<file path="src/rtl/fifo_stream_reader.sv">
// Read-side drain engine: pops an asynchronous FIFO and streams the words out over valid/ready.
// A 3-entry skid buffer hides the FIFO's 1-cycle read latency; m_last marks burst ends.
module fifo_stream_reader #(
  parameter int unsigned DATA_WIDTH = 8,
  parameter int unsigned BURST_LEN  = 8,
  parameter int unsigned CNT_WIDTH  = 16
) (
  input  logic                  rclk,
  input  logic                  rrst,
  input  logic                  enable,
  input  logic                  fifo_empty,
  input  logic [DATA_WIDTH-1:0] fifo_data,
  output logic                  fifo_r_en,
  output logic [DATA_WIDTH-1:0] m_data,
  output logic                  m_valid,
  input  logic                  m_ready,
  output logic                  m_last,
  output logic [CNT_WIDTH-1:0]  words_out
);

  localparam int unsigned DEPTH = 3;
  localparam int unsigned BW    = (BURST_LEN > 1) ? $clog2(BURST_LEN) : 1;
  localparam logic [BW-1:0] BURST_END = BW'(BURST_LEN - 1);

  logic [DATA_WIDTH-1:0] skid_q [DEPTH];
  logic [DATA_WIDTH-1:0] skid_n [DEPTH];
  logic [1:0]            occ_q, occ_n;
  logic                  inflight_q, inflight_n;
  logic [BW-1:0]         burst_q, burst_n;
  logic [CNT_WIDTH-1:0]  words_q, words_n;
  logic [2:0]            pending;
  logic                  xfer;
  logic [1:0]            wr_idx;

  // Pops are limited so buffered plus in-flight words never exceed the skid depth.
  always_comb begin
    pending   = 3'(occ_q) + 3'(inflight_q);
    fifo_r_en = !rrst && enable && !fifo_empty && (pending < 3'(DEPTH));
    m_valid   = (occ_q != 2'd0);
    m_data    = skid_q[0];
    m_last    = m_valid && (burst_q == BURST_END);
    words_out = words_q;
  end

  always_comb begin
    skid_n     = skid_q;
    occ_n      = occ_q;
    burst_n    = burst_q;
    words_n    = words_q;
    inflight_n = fifo_r_en;
    xfer       = m_valid && m_ready;
    wr_idx     = occ_q - {1'b0, xfer};

    if (xfer) begin
      for (int unsigned i = 0; i < DEPTH - 1; i++) begin
        skid_n[i] = skid_q[i + 1];
      end
      burst_n = (burst_q == BURST_END) ? '0 : burst_q + BW'(1);
      words_n = words_q + CNT_WIDTH'(1);
    end

    // Capture lands behind whatever remains after this cycle's transfer, keeping strict order.
    if (inflight_q) begin
      for (int unsigned i = 0; i < DEPTH; i++) begin
        if (wr_idx == 2'(i)) begin
          skid_n[i] = fifo_data;
        end
      end
    end

    occ_n = occ_q + {1'b0, inflight_q} - {1'b0, xfer};
  end

  // Reset discards buffered and in-flight words; the FIFO has already given them up.
  always_ff @(posedge rclk) begin
    if (rrst) begin
      occ_q      <= '0;
      inflight_q <= 1'b0;
      burst_q    <= '0;
      words_q    <= '0;
      for (int unsigned i = 0; i < DEPTH; i++) begin
        skid_q[i] <= '0;
      end
    end else begin
      occ_q      <= occ_n;
      inflight_q <= inflight_n;
      burst_q    <= burst_n;
      words_q    <= words_n;
      skid_q     <= skid_n;
    end
  end

endmodule

</file>
<file path="config.mk">
export PLATFORM = sky130hd
export DESIGN_NAME = fifo_stream_reader
export DESIGN_NICKNAME = d
export VERILOG_FILES = /design/src/rtl/fifo_stream_reader.sv
export SDC_FILE = /design/constraint.sdc
export NUM_CORES = 1
export LEC_CHECK = 0
export BUFFER_PORTS_ARGS = -buffer_cell sky130_fd_sc_hd__buf_2
export CORE_UTILIZATION = 40
export DETAILED_ROUTE_END_ITERATION = 10
export GPL_TIMING_DRIVEN = 0
export PLACE_DENSITY = 0.58
export SLEW_MARGIN = 20
export SYNTH_ARGS = -nofsm -noshare
export SYNTH_HDL_FRONTEND = slang
export SYNTH_SLANG_ARGS = --single-unit
</file>
<file path="constraint.sdc">
create_clock -name rclk -period 1.96 [get_ports rclk]
set_input_delay 0.098 -clock rclk [delete_from_list [all_inputs] [get_ports rclk]]
set_output_delay 0.098 -clock rclk [all_outputs]
set_load 0.02 [all_outputs]
</file>
==> results.txt, run 1 <==
* Number of sinks driven by the clock tree: 46
- Across the VDD grid, the largest voltage drop is 0.000698 V.
- Fraction of final layout cells sized beyond drive strength 1: 23.3%
- The top cell type by area accounts for 44.4% of the synthesized area.
- Maximum number of pins on one net before global-route repair: 14
- The total overflow left after global routing is 0.
- In this run the mean area of a mapped cell was 8.49 µm².
* Required time of the worst setup path: 1860 ps
* Number of instances on the worst hold path: 3
* Outcome: finished, final reports clean
- I/O Buffers: 38
- In this design, the stage delay of the slowest critical-path cell is 520 ps.
- Setup slack of the most critical reg-to-reg path: 120 ps
- Max-cap violations: 0
- Worst hold path type: in2reg
* RR Startpoint: occ_q[1]
* Ys Warns: 0
- After synthesis, flip-flops and latches occupy 44.4% of the total area.
- Pre-CTS WS: -103 ps
- Synthesis inferred 46 register bits.
- Routed len/inst: 12.6 µm
- Pwr per Cell Area: 926 nW/µm²
- Floorplan die height: 74.0 µm
* Initial core utilization: 42.7%
* TritonCTS clock tree: done
- End of the worst register-to-register path: occ_q[1]
- Setup slack on the critical path of the routed design comes to 69.8 ps.
- Signal arrival time at the worst endpoint: 1790 ps
* Depth of the worst register-to-register path: 7
- Clock skew after layout: 9.96 ps
- The clock passes through at most 2 buffers.
* Critical Path Slowest Stage Cell: or4b_4
* Number of levels in the clock H-tree: 2
- The later pin in the worst-skew pair is clocked with a latency of 300 ps.
- The worst pin sits at a relative slew slack of 61.1%.
- Via count: 1825
* Core area: 4850 µm²
- Final setup fails: 0
- In the finished design, the share of the clock period the worst path needs comes to 96.4%.
- Mapped Area: 2070 µm²
- Number of primary I/O pins: 40
* Number of optimization iterations in the first detailed-route pass: 4
- In the layout the commonest cells are nand2_1, dfxtp_1, buf_2.
* Destination of the worst hold path: inflight_q
* Cell count after synthesis: 244
- The floorplan has 25 rows.
- Via count of the first global-routing pass: 1512
* Number of nets with antenna violations after routing: 0
- After clock tree synthesis, the clock-pin slew on the worst setup and hold paths is 80 ps.
* Final hold vios: 0
- For the pin with the worst max-slew slack, the measured transition is 583 ps.
* DRC violations left: 0
- CTS Hold Bufs: 0
- Root buffer cell: clkbuf_8
- Along the worst path, the maximum fanout reaches 8.
* Kind of end point of the critical path: output port
* Synth area leader: dfxtp_1
- Detailed placement finished with a half-perimeter wire length of 3140 µm.
* Number of DRC markers after the initial detailed-route iteration: 106
- Number of nets in the final layout: 310
* DIE WIDTH: 74.0 µm
- Drt via density: 5.08
- The worst setup path is launched from a flop.
* Die Area: 5470 µm²
- Syn Nets: 263
* First-pass GRT wire length: 7330 µm
* Signed area change from the synthesized netlist to the final layout: 20.2%
- Cell types occupying the most area after synthesis: dfxtp_1, nand2_1, a311oi_1
* GP Congestion: 0.752
* Most common library cell in the layout ignoring fill and taps: nand2_1
- The filler cells instantiated in the layout total 493.
- Distinct cells, synth: 36
- Kind of critical path: reg2out
- The final count of pins violating max slew came to 0.
* Leakage power of the design: 0.966 nW
- After layout, the design draws a total of 0.00231 W.
- Adding up every negative setup slack in the final design gives 0 ps.
- Hold wc startpoint: fifo_empty
- The critical path goes through ha_2, ha_2, or4b_4, a21oi_2, buf_4.
- Maximum clock rate: 0.529 GHz
- Unrepaired setup endpoints after global routing: true
* Cell type with the highest occurrence count on the critical path: ha_2
- Wires add up to 4520 µm.
* Minimum period implied by the final worst setup slack: 1890 ps
- Diodes inserted: 0
- Number of antenna violations at the first check in global routing: 0
- TritonCTS created 5 clock buffers.
- Total Routing Usage GR: 17.6%
logic make-up (layout without fill, tap and decap cells):
group	Yosys count	after routing	synth area share [%]
adder cells (fa/ha/maj)	6	6	3.62
buffers and inverters	22	70	5.50
XOR/XNOR	13	13	5.50
AO/OA/AOI/OAI	37	37	12.1
AND/OR/NAND/NOR	112	112	24.9
multiplexers	8	8	3.86
flip-flops	46	46	44.4
Yosys cell counts:
cell type and number:
dfxtp_1 46, nand2_1 44, nor2_1 35, a311oi_1 16, a21oi_1 12, clkbuf_1 10
buf_4 8, mux2i_1 8, xnor2_1 8, ha_1 6, o21ai_0 6, xor2_1 5
nand3_1 4, nor3_1 4, or3_1 4, nand4_1 3, and3_1 2, buf_1 2
nand3b_1 2, nand4b_1 2, nor4_1 2, and2_1 1, and3b_1 1, and4_1 1
buf_2 1, inv_1 1, nand2b_1 1, nor2b_1 1, nor3b_1 1, o21a_1 1
o21ai_1 1, o21ai_2 1, or2_2 1, or4_1 1, or4_4 1, or4b_2 1
stage by stage:
stage / util (%) / instance area (µm²) / hold WS [ps] / std cells
final: 51.4 / 2490 / 59.4 / 359
after global placement: 48.4 / 2350 / 368 / 349
after floorplan: - / 2070 / 245 / 244
after global routing: 51.4 / 2490 / 62.2 / 359
after CTS: 50.5 / 2450 / 42.7 / 357
after detailed placement: 48.4 / 2350 / 377 / 349
power breakdown:
part / internal [W] / switching (W)
registers: 0.00101 / 0.0000858
clock network: 0.000285 / 0.000320
logic: 0.000238 / 0.000367
worst max-delay path, delay by kind of cell (launching register included):
family	cells	cell delay, ps
DFF	1	380
and+or+nand+nor	1	520
adders and majority gates	2	340
buffers and inverters	1	150
AOI/OAI and AO/OA	1	110
registers in the layout (all words and copies together), names as in the netlist:
| register | flops |
|---|---|
| skid_q | 16 |
| words_out | 16 |
| m_data | 8 |
| burst_q | 3 |
| occ_q | 2 |
| inflight_q | 1 |
final cells by class:
type	instances	area, µm²	share of cell area, %
tap	67	83.8	3.37
buffer	21	114	4.57
timing repair buffer	40	208	8.34
sequential	46	927	37.2
multi-input combinational	176	1060	42.7
clock buffer	7	86.3	3.47
inverter	1	3.75	0.151
clock inverter	1	5.00	0.201
metal layers:
metal / vias up / GRT usage [%] / wire (µm)
li1: 933 / - / -
met1: 846 / 25.4 / 2300
met2: 44 / 25.6 / 1980
met3: 2 / 4.88 / 213
met4: 0 / 5.13 / 19
met5: - / 0 / 0
worst max path at each step:
| stage | start | to | slack (ps) | cells after the start |
|---|---|---|---|---|
| after CTS | occ_q[0] | fifo_r_en | 30 | 5 |
| after detailed placement | occ_q[1] | occ_q[1] | -100 | 7 |
| after global routing | occ_q[0] | fifo_r_en | -6 | 5 |
| after global placement | occ_q[1] | occ_q[1] | -60 | 7 |
| after floorplan | occ_q[0] | fifo_r_en | 140 | 4 |
| final | occ_q[0] | fifo_r_en | 70 | 5 |
timing repair:
action / 4_1_cts / 5_1_grt
resized for setup: 5 / 9
pin swaps: 0 / 2
buffers inserted: 0 / 2
setup endpoints to repair: 2 / 6
Note: power is estimated with default switching activity, not from simulation.
==> run 2: changes to the inputs <==
RECOVER_POWER = 50   (was unset)
SETUP_SLACK_MARGIN = 0.4   (was unset)
TNS_END_PERCENT = 5   (was unset)
==> run 2 against run 1 <==
Against the previous run: setup slack improved by 76 ps; sequential share of layout area decreased by 1.3 points; cell area increased by 6.8%; worst hold slack improved by 6.4 ps; sequential cell count unchanged; first-iteration DRC count decreased by 9.4%; global-route usage increased by 0.80 points; non-clock buffer count increased by 12; utilization increased by 3.5 points; clock skew decreased by 5.7 ps; register-to-register slack improved by 70 ps; largest cell class unchanged.
==> results.txt, run 2 (synthesis gave the netlist of run 1 again) <==
* Longest individual stage delay on the worst path: 500 ps (-20 ps)
- TritonCTS built the clock tree.
- Number of sinks driven by the clock tree: 46 (unchanged)
- Max-cap violations: 0 (unchanged)
- Peak ir drop on the vdd network: 0.000745 V (+6.8%)
* Maximum clock rate: 0.551 GHz (+4.2%)
- Critical Path Slowest Stage Cell: or4b_4
* Drt via density: 5.04 (-0.80%)
- Among the stages of the critical path, the cell type that occurs most often is ha_4.
* I/O Buffers: 38 (unchanged)
* Outcome: finished, final reports clean
- The initial antenna violation count is 0 (unchanged).
- The setup TNS is 0 ps (unchanged).
- The setup violation total in the final timing report is 0 (unchanged).
- Count of buffering cells on the critical path with inverters included: 1 (unchanged)
* Core area: 4850 µm² (unchanged)
* DIE WIDTH: 74.0 µm (unchanged)
- Number of DRC markers after the initial detailed-route iteration: 96 (-9.4%)
- The library cell used most frequently in the layout, excluding fill and tap cells, is nand2_1.
- The final core area utilization is 54.9% (+3.5 points).
- Final hold slack: 65.7 ps (+6.35 ps)
- DRC violations left: 0 (unchanged)
- The signal on the critical path passes through ha_4, ha_4, or4b_4, a21oi_4, buf_6.
* Routed len/inst: 12.6 µm (+0.13%)
- Pwr per Cell Area: 910 nW/µm² (-1.8%)
- The time the worst path needs with I/O delays and setup was 1810 ps (-75.6 ps).
- Floorplan die height: 74.0 µm (unchanged)
- Number of primary I/O pins: 40 (unchanged)
- Via count: 1871 (+2.5%)
* Reg clk slew, reported paths: 90 ps (about the same)
- The slew at the pin closest to its max-slew limit is 624 ps (+40.3 ps).
- The final hold violation count came to 0 (unchanged).
* Period utilisation layout: 92.6% (-3.9 points)
* Worst hold path type: in2reg
- The final global-route overflow total came to 0 (unchanged).
* Root buffer cell: clkbuf_8
* Leakage power of the design: 0.942 nW (-2.5%)
- The number of H-tree levels is 2 (unchanged).
- The post-route clock skew came to 4.23 ps (-5.73 ps).
* Signed area change from the synthesized netlist to the final layout: 28.4%
- The HPWL after detailed placement was 3120 µm (-0.76%).
- Crit path max-delay family: simple AND/OR/NAND/NOR gates
* Kind of end point of the critical path: output port
- Diodes inserted: 0 (unchanged)
- Most frequent cells in the layout: nand2_1, dfxtp_1, clkbuf_1, nor2_1, buf_4
* Fraction of final layout cells sized beyond drive strength 1: 22.7% (-0.59 points)
- The number of buffers on the longest clock path was 2 (unchanged).
* CTS Hold Bufs: 0 (unchanged)
- The final antenna-violating net count was 0 (unchanged).
- First-pass GRT wire length: 7690 µm (+4.9%)
- Total Routing Usage GR: 18.4% (+0.80 points)
* Slew Limit Fails: 0 (unchanged)
* Signal arrival time at the worst endpoint: 1720 ps (-70 ps)
- Startpoint kind of the worst setup timing path: flop
- Worst rel slew slack: 58.4% (-2.7 points)
- The via count of the first global-routing pass is 1641 (+8.5%).
- Area used by sequential logic in the layout: 955 µm² (+3.0%)
- Initial core utilization: 42.7% (unchanged)
- The multi-input combinational cell area was 1140 µm² (+7.4%).
- Die Area: 5470 µm² (unchanged)
- Wirelength, routed: 4670 µm (+3.5%)
- The routability congestion estimate from global placement came to 0.726 (-3.4%).
- Number of nets in the final layout: 322 (+3.9%)
* Kind of critical path: reg2out
* Required time of the worst setup path: 1860 ps (about the same)
- Clock Latency Late Sink: 300 ps (about the same)
* Unrepaired setup endpoints after global routing: true
- The maximum fanout encountered on the critical timing path came to 5 (-3).
- Count of filler cells inserted in the layout: 465 (-5.7%)
- Number of buffers created by CTS: 5 (unchanged)
- The pin count of the biggest net entering global routing came to 14 (unchanged).
* Number of optimization iterations in the first detailed-route pass: 4 (unchanged)
- The number of rows in the core area was 25 (unchanged).
==> run 2: worst paths after layout <==
path	startpoint	endpoint	slack [ps]	cells after the start
worst max-delay path	occ_q[0]	fifo_r_en	150	5
worst min-delay path	fifo_data[3]	skid_q[3]	70	3
worst max register to register	words_out[5]	words_out[15]	190	4
worst min register to register	burst_q[1]	burst_q[1]	460	2
==> run 2: cell type report <==
class	instances	area share [%]
clock inverters	1	0.188
multi-input cells	176	42.9
flip-flops and latches	46	35.9
repair buffers	52	10.3
clock buffers	7	3.25
inverters	1	0.141
plain buffers	21	4.19
well taps	67	3.15
==> run 2: routing by layer <==
metal	vias to the layer above	wire length, µm	global-route usage (%)
li1	958	-	-
met1	867	2430	26.3
met2	40	2010	27.4
met3	6	165	4.34
met4	0	68	5.77
met5	-	0	0
==> run 2: metrics by stage <==
stage               cells  cell area [µm²]  worst slack (ps)  power [W]
floorplan             244             2110               312    0.00152
global placement      349             2390               116    0.00170
detailed placement    349             2390              77.9    0.00169
CTS                   364             2590              85.9    0.00243
global route          371             2660              84.9    0.00257
finish                371             2660               145    0.00242
==> run 2: what timing repair did <==
action / 4_1_cts / 5_1_grt
buffers inserted: 7 / 7
pin swaps: 4 / 7
resized for setup: 14 / 15
endpoints found under the setup margin: 41 / 43
==> run 2: power by group <==
group	leakage (nW)	internal, W	switching, W
registers	0.379	0.00102	0.0000797
clock network	0.0482	0.000285	0.000315
logic	0.515	0.000311	0.000414
total	0.942	0.00161	0.000808
==> run 2: worst register-to-register path: cells and delay by family, from the launching register on <==
| kind | cells | cell delay (ps) |
|---|---|---|
| compound gates | 1 | 140 |
| flops | 1 | 380 |
| simple gates | 3 | 1190 |
==> run 3: changes to the inputs <==
RECOVER_POWER = unset   (was 50)
==> run 3 against run 2 <==
Against the previous run: total power increased by 1.5%; setup slack improved by 3.5 ps; non-clock buffer count unchanged; largest cell class unchanged; highest routed layer unchanged.
==> results.txt, run 3 (synthesis gave the netlist of run 1 again) <==
* Depth of the worst register-to-register path: 4 (unchanged)
- Slew Limit Fails: 0 (unchanged)
- The routed via count divided by cell count was 4.98 (-1.2%).
* Outcome: finished, final reports clean
- Core Rows: 25 (unchanged)
- The total of max-cap violations came to 0 (unchanged).
* Final hold vios: 0 (unchanged)
- The number of buffers on the longest clock path was 2 (unchanged).
* Critical Path Slowest Stage Cell: or4b_4
- The worst hold path begins at fifo_data[3].
* RR Startpoint: words_out[5]
- The clock-pin slew on the worst setup and hold paths was 80 ps (about the same).
- Routed len/inst: 12.7 µm (+0.79%)
- Number of nets with antenna violations after routing: 0 (unchanged)
* Cell type with the highest occurrence count on the critical path: ha_4
- Minimum period implied by the final worst setup slack: 1810 ps (-3.52 ps)
- The total cell area at the placement stage came to 2390 µm² (unchanged).
* Startpoint kind of the worst setup timing path: flop
- DIE WIDTH: 74.0 µm (unchanged)
* I/O Buffers: 38 (unchanged)
- Proportion of total power due to net switching: 33.1% (-0.30 points)
- Non-Filler Cell Area, Final: 2710 µm² (+1.7%)
- Clock skew after layout: 2.87 ps (-1.36 ps)
* Diodes inserted: 0 (unchanged)
* TritonCTS clock tree: done
* Signal arrival time at the worst endpoint: 1710 ps (about the same)
- CTS Hold Bufs: 0 (unchanged)
- The final global-route overflow total came to 0 (unchanged).
* Number of sinks driven by the clock tree: 46 (unchanged)
- Root buffer cell: clkbuf_8
- Cell internal power dissipation: 0.00164 W (+2.0%)
- Signed area change from the synthesized netlist to the final layout: 30.6%
* Aggregate negative setup slack: 0 ps (unchanged)
- Peak ir drop on the vdd network: 0.000751 V (+0.74%)
- The path with the worst hold slack has its endpoint at skid_q[3].
- The required arrival time at the worst endpoint came to 1860 ps (about the same).
* Floorplan die height: 74.0 µm (unchanged)
- Via count: 1848 (-1.2%)
* Longest individual stage delay on the worst path: 500 ps (about the same)
* Number of primary I/O pins: 40 (unchanged)
* Fraction of final layout cells sized beyond drive strength 1: 31.6% (+8.9 points)
- The number of remaining DRC errors was 0 (unchanged).
* Combinational fraction of design power: 30.9% (+0.9 points)
- In this run the critical register-to-register path is captured at words_out[15].
* Share of power burned in registers: 44.6% (-0.7 points)
- The maximum fanout encountered on the critical timing path came to 5 (unchanged).
* Number of buffers created by CTS: 5 (unchanged)
* Maximum number of pins on one net before global-route repair: 14 (unchanged)
- Wirelength, routed: 4710 µm (+0.79%)
* Series of cell instances along the critical path: ha_4, ha_4, or4b_4, a21oi_4, buf_6
- Slew at the pin closest to its max-slew limit: 624 ps (+0.422 ps)
- Number of DRC markers after the initial detailed-route iteration: 95 (-1.0%)
- The routability congestion estimate from global placement came to 0.726 (unchanged).
- The power per unit of standard cell area was 909 nW/µm² (-0.15%).
* Setup slack of the most critical reg-to-reg path: 200 ps (about the same)
- Leaving out fill and tap cells, the most frequent cells in the layout are nand2_1, buf_2, nor2_1, dfxtp_1, buf_4.
* Core area: 4850 µm² (unchanged)
- The via count of the first global-routing pass came to 1641 (unchanged).
- The maximum clock frequency was 0.552 GHz (+0.19%).
- Die Area: 5470 µm² (unchanged)
* Most common library cell in the layout ignoring fill and taps: nand2_1
- The number of H-tree levels was 2 (unchanged).
* Period utilisation layout: 92.4% (-0.18 points)
* Number of antenna violations at the first check in global routing: 0 (unchanged)
- Worst hold path type: in2reg
- The effective utilization at floorplan came to 42.7% (unchanged).
- Number of instances on the worst hold path: 3 (unchanged)
* Leakage power of the design: 1.05 nW (+12%)
- Unrepaired setup endpoints after global routing: true
- Kind of critical path: reg2out
* Kind of end point of the critical path: output port
- Clock group share of total power: 24.5% (-0.3 points)
* First-pass GRT wire length: 7690 µm (unchanged)
* Clock Latency Late Sink: 290 ps (about the same)
* Total Routing Usage GR: 18.4% (unchanged)
* Worst rel slew slack: 58.4% (about the same)
* Number of nets in the final layout: 322 (unchanged)
- The HPWL after detailed placement was 3120 µm (unchanged).
- Number of optimization iterations in the first detailed-route pass: 4 (unchanged)
- Switching power: 0.000813 W (+0.63%)
* Final setup fails: 0 (unchanged)
-- run 3: cell types whose count changed in the layout (fill, tap and decap cells not counted), sizes merged --
| cell | change |
|---|---|
| buf | +24 |
| clkbuf | -24 |
-- run 3: critical path: cells and delay by family (launching register included) --
| kind | cells | cell delay (ps) |
|---|---|---|
| buf+inv | 1 | 120 |
| simple gates | 1 | 500 |
| fa+ha+maj | 2 | 300 |
| compound gates | 1 | 130 |
| flops | 1 | 370 |
-- run 3: per-stage QoR --
stage | utilization [%] | std cells | power, W | hold WS, ps | setup WS, ps
final | 55.8 | 371 | 0.00246 | 66.0 | 149
after global routing | 55.8 | 371 | 0.00260 | 66.2 | 96.7
after CTS | 53.4 | 364 | 0.00243 | 54.5 | 85.9
after detailed placement | 49.2 | 349 | 0.00169 | 379 | 77.9
after global placement | 49.2 | 349 | 0.00170 | 374 | 116
after floorplan | - | 244 | 0.00152 | 245 | 312
-- run 3: area by class of cell --
type | count | area, µm²
tap | 67 | 83.8
timing repair buffer | 52 | 305
inverter | 1 | 3.75
sequential | 46 | 957
buffer | 21 | 121
multi-input combinational | 176 | 1140
fill | 446 | 2140
clock buffer | 7 | 86.3
clock inverter | 1 | 5.00
-- run 3: worst max-delay path by stage --
stage / start / to / slack (ps) / depth (start not counted)
after floorplan: occ_q[1] / occ_q[1] / 310 / 7
after CTS: occ_q[0] / fifo_r_en / 90 / 5
after global placement: occ_q[1] / occ_q[1] / 120 / 7
final: occ_q[0] / fifo_r_en / 150 / 5
after global routing: words_out[5] / words_out[15] / 100 / 4
after detailed placement: occ_q[1] / occ_q[1] / 80 / 7
-- run 3: power groups by stage --
stage                     sequential (W)  combinational (W)  clock, W
after floorplan                  0.00110           0.000419         0
after global placement           0.00111           0.000585         0
after detailed placement         0.00111           0.000584         0
after CTS                        0.00109           0.000711  0.000621
after global routing             0.00111           0.000837  0.000657
final                            0.00110           0.000760  0.000601
-- run 3: layer usage --
layer,routed length [µm],track usage [%]
met4,75,5.77
met1,2440,26.3
met2,2040,27.4
met5,0,0
met3,147,4.34
-- run 3: repair_timing --
| action | in CTS | in global routing |
|---|---|---|
| setup endpoints to repair | 41 | 43 |
| cloned | 0 | 0 |
| resized for setup | 14 | 15 |
| buffers inserted | 7 | 7 |
| pin swaps | 4 | 7 |
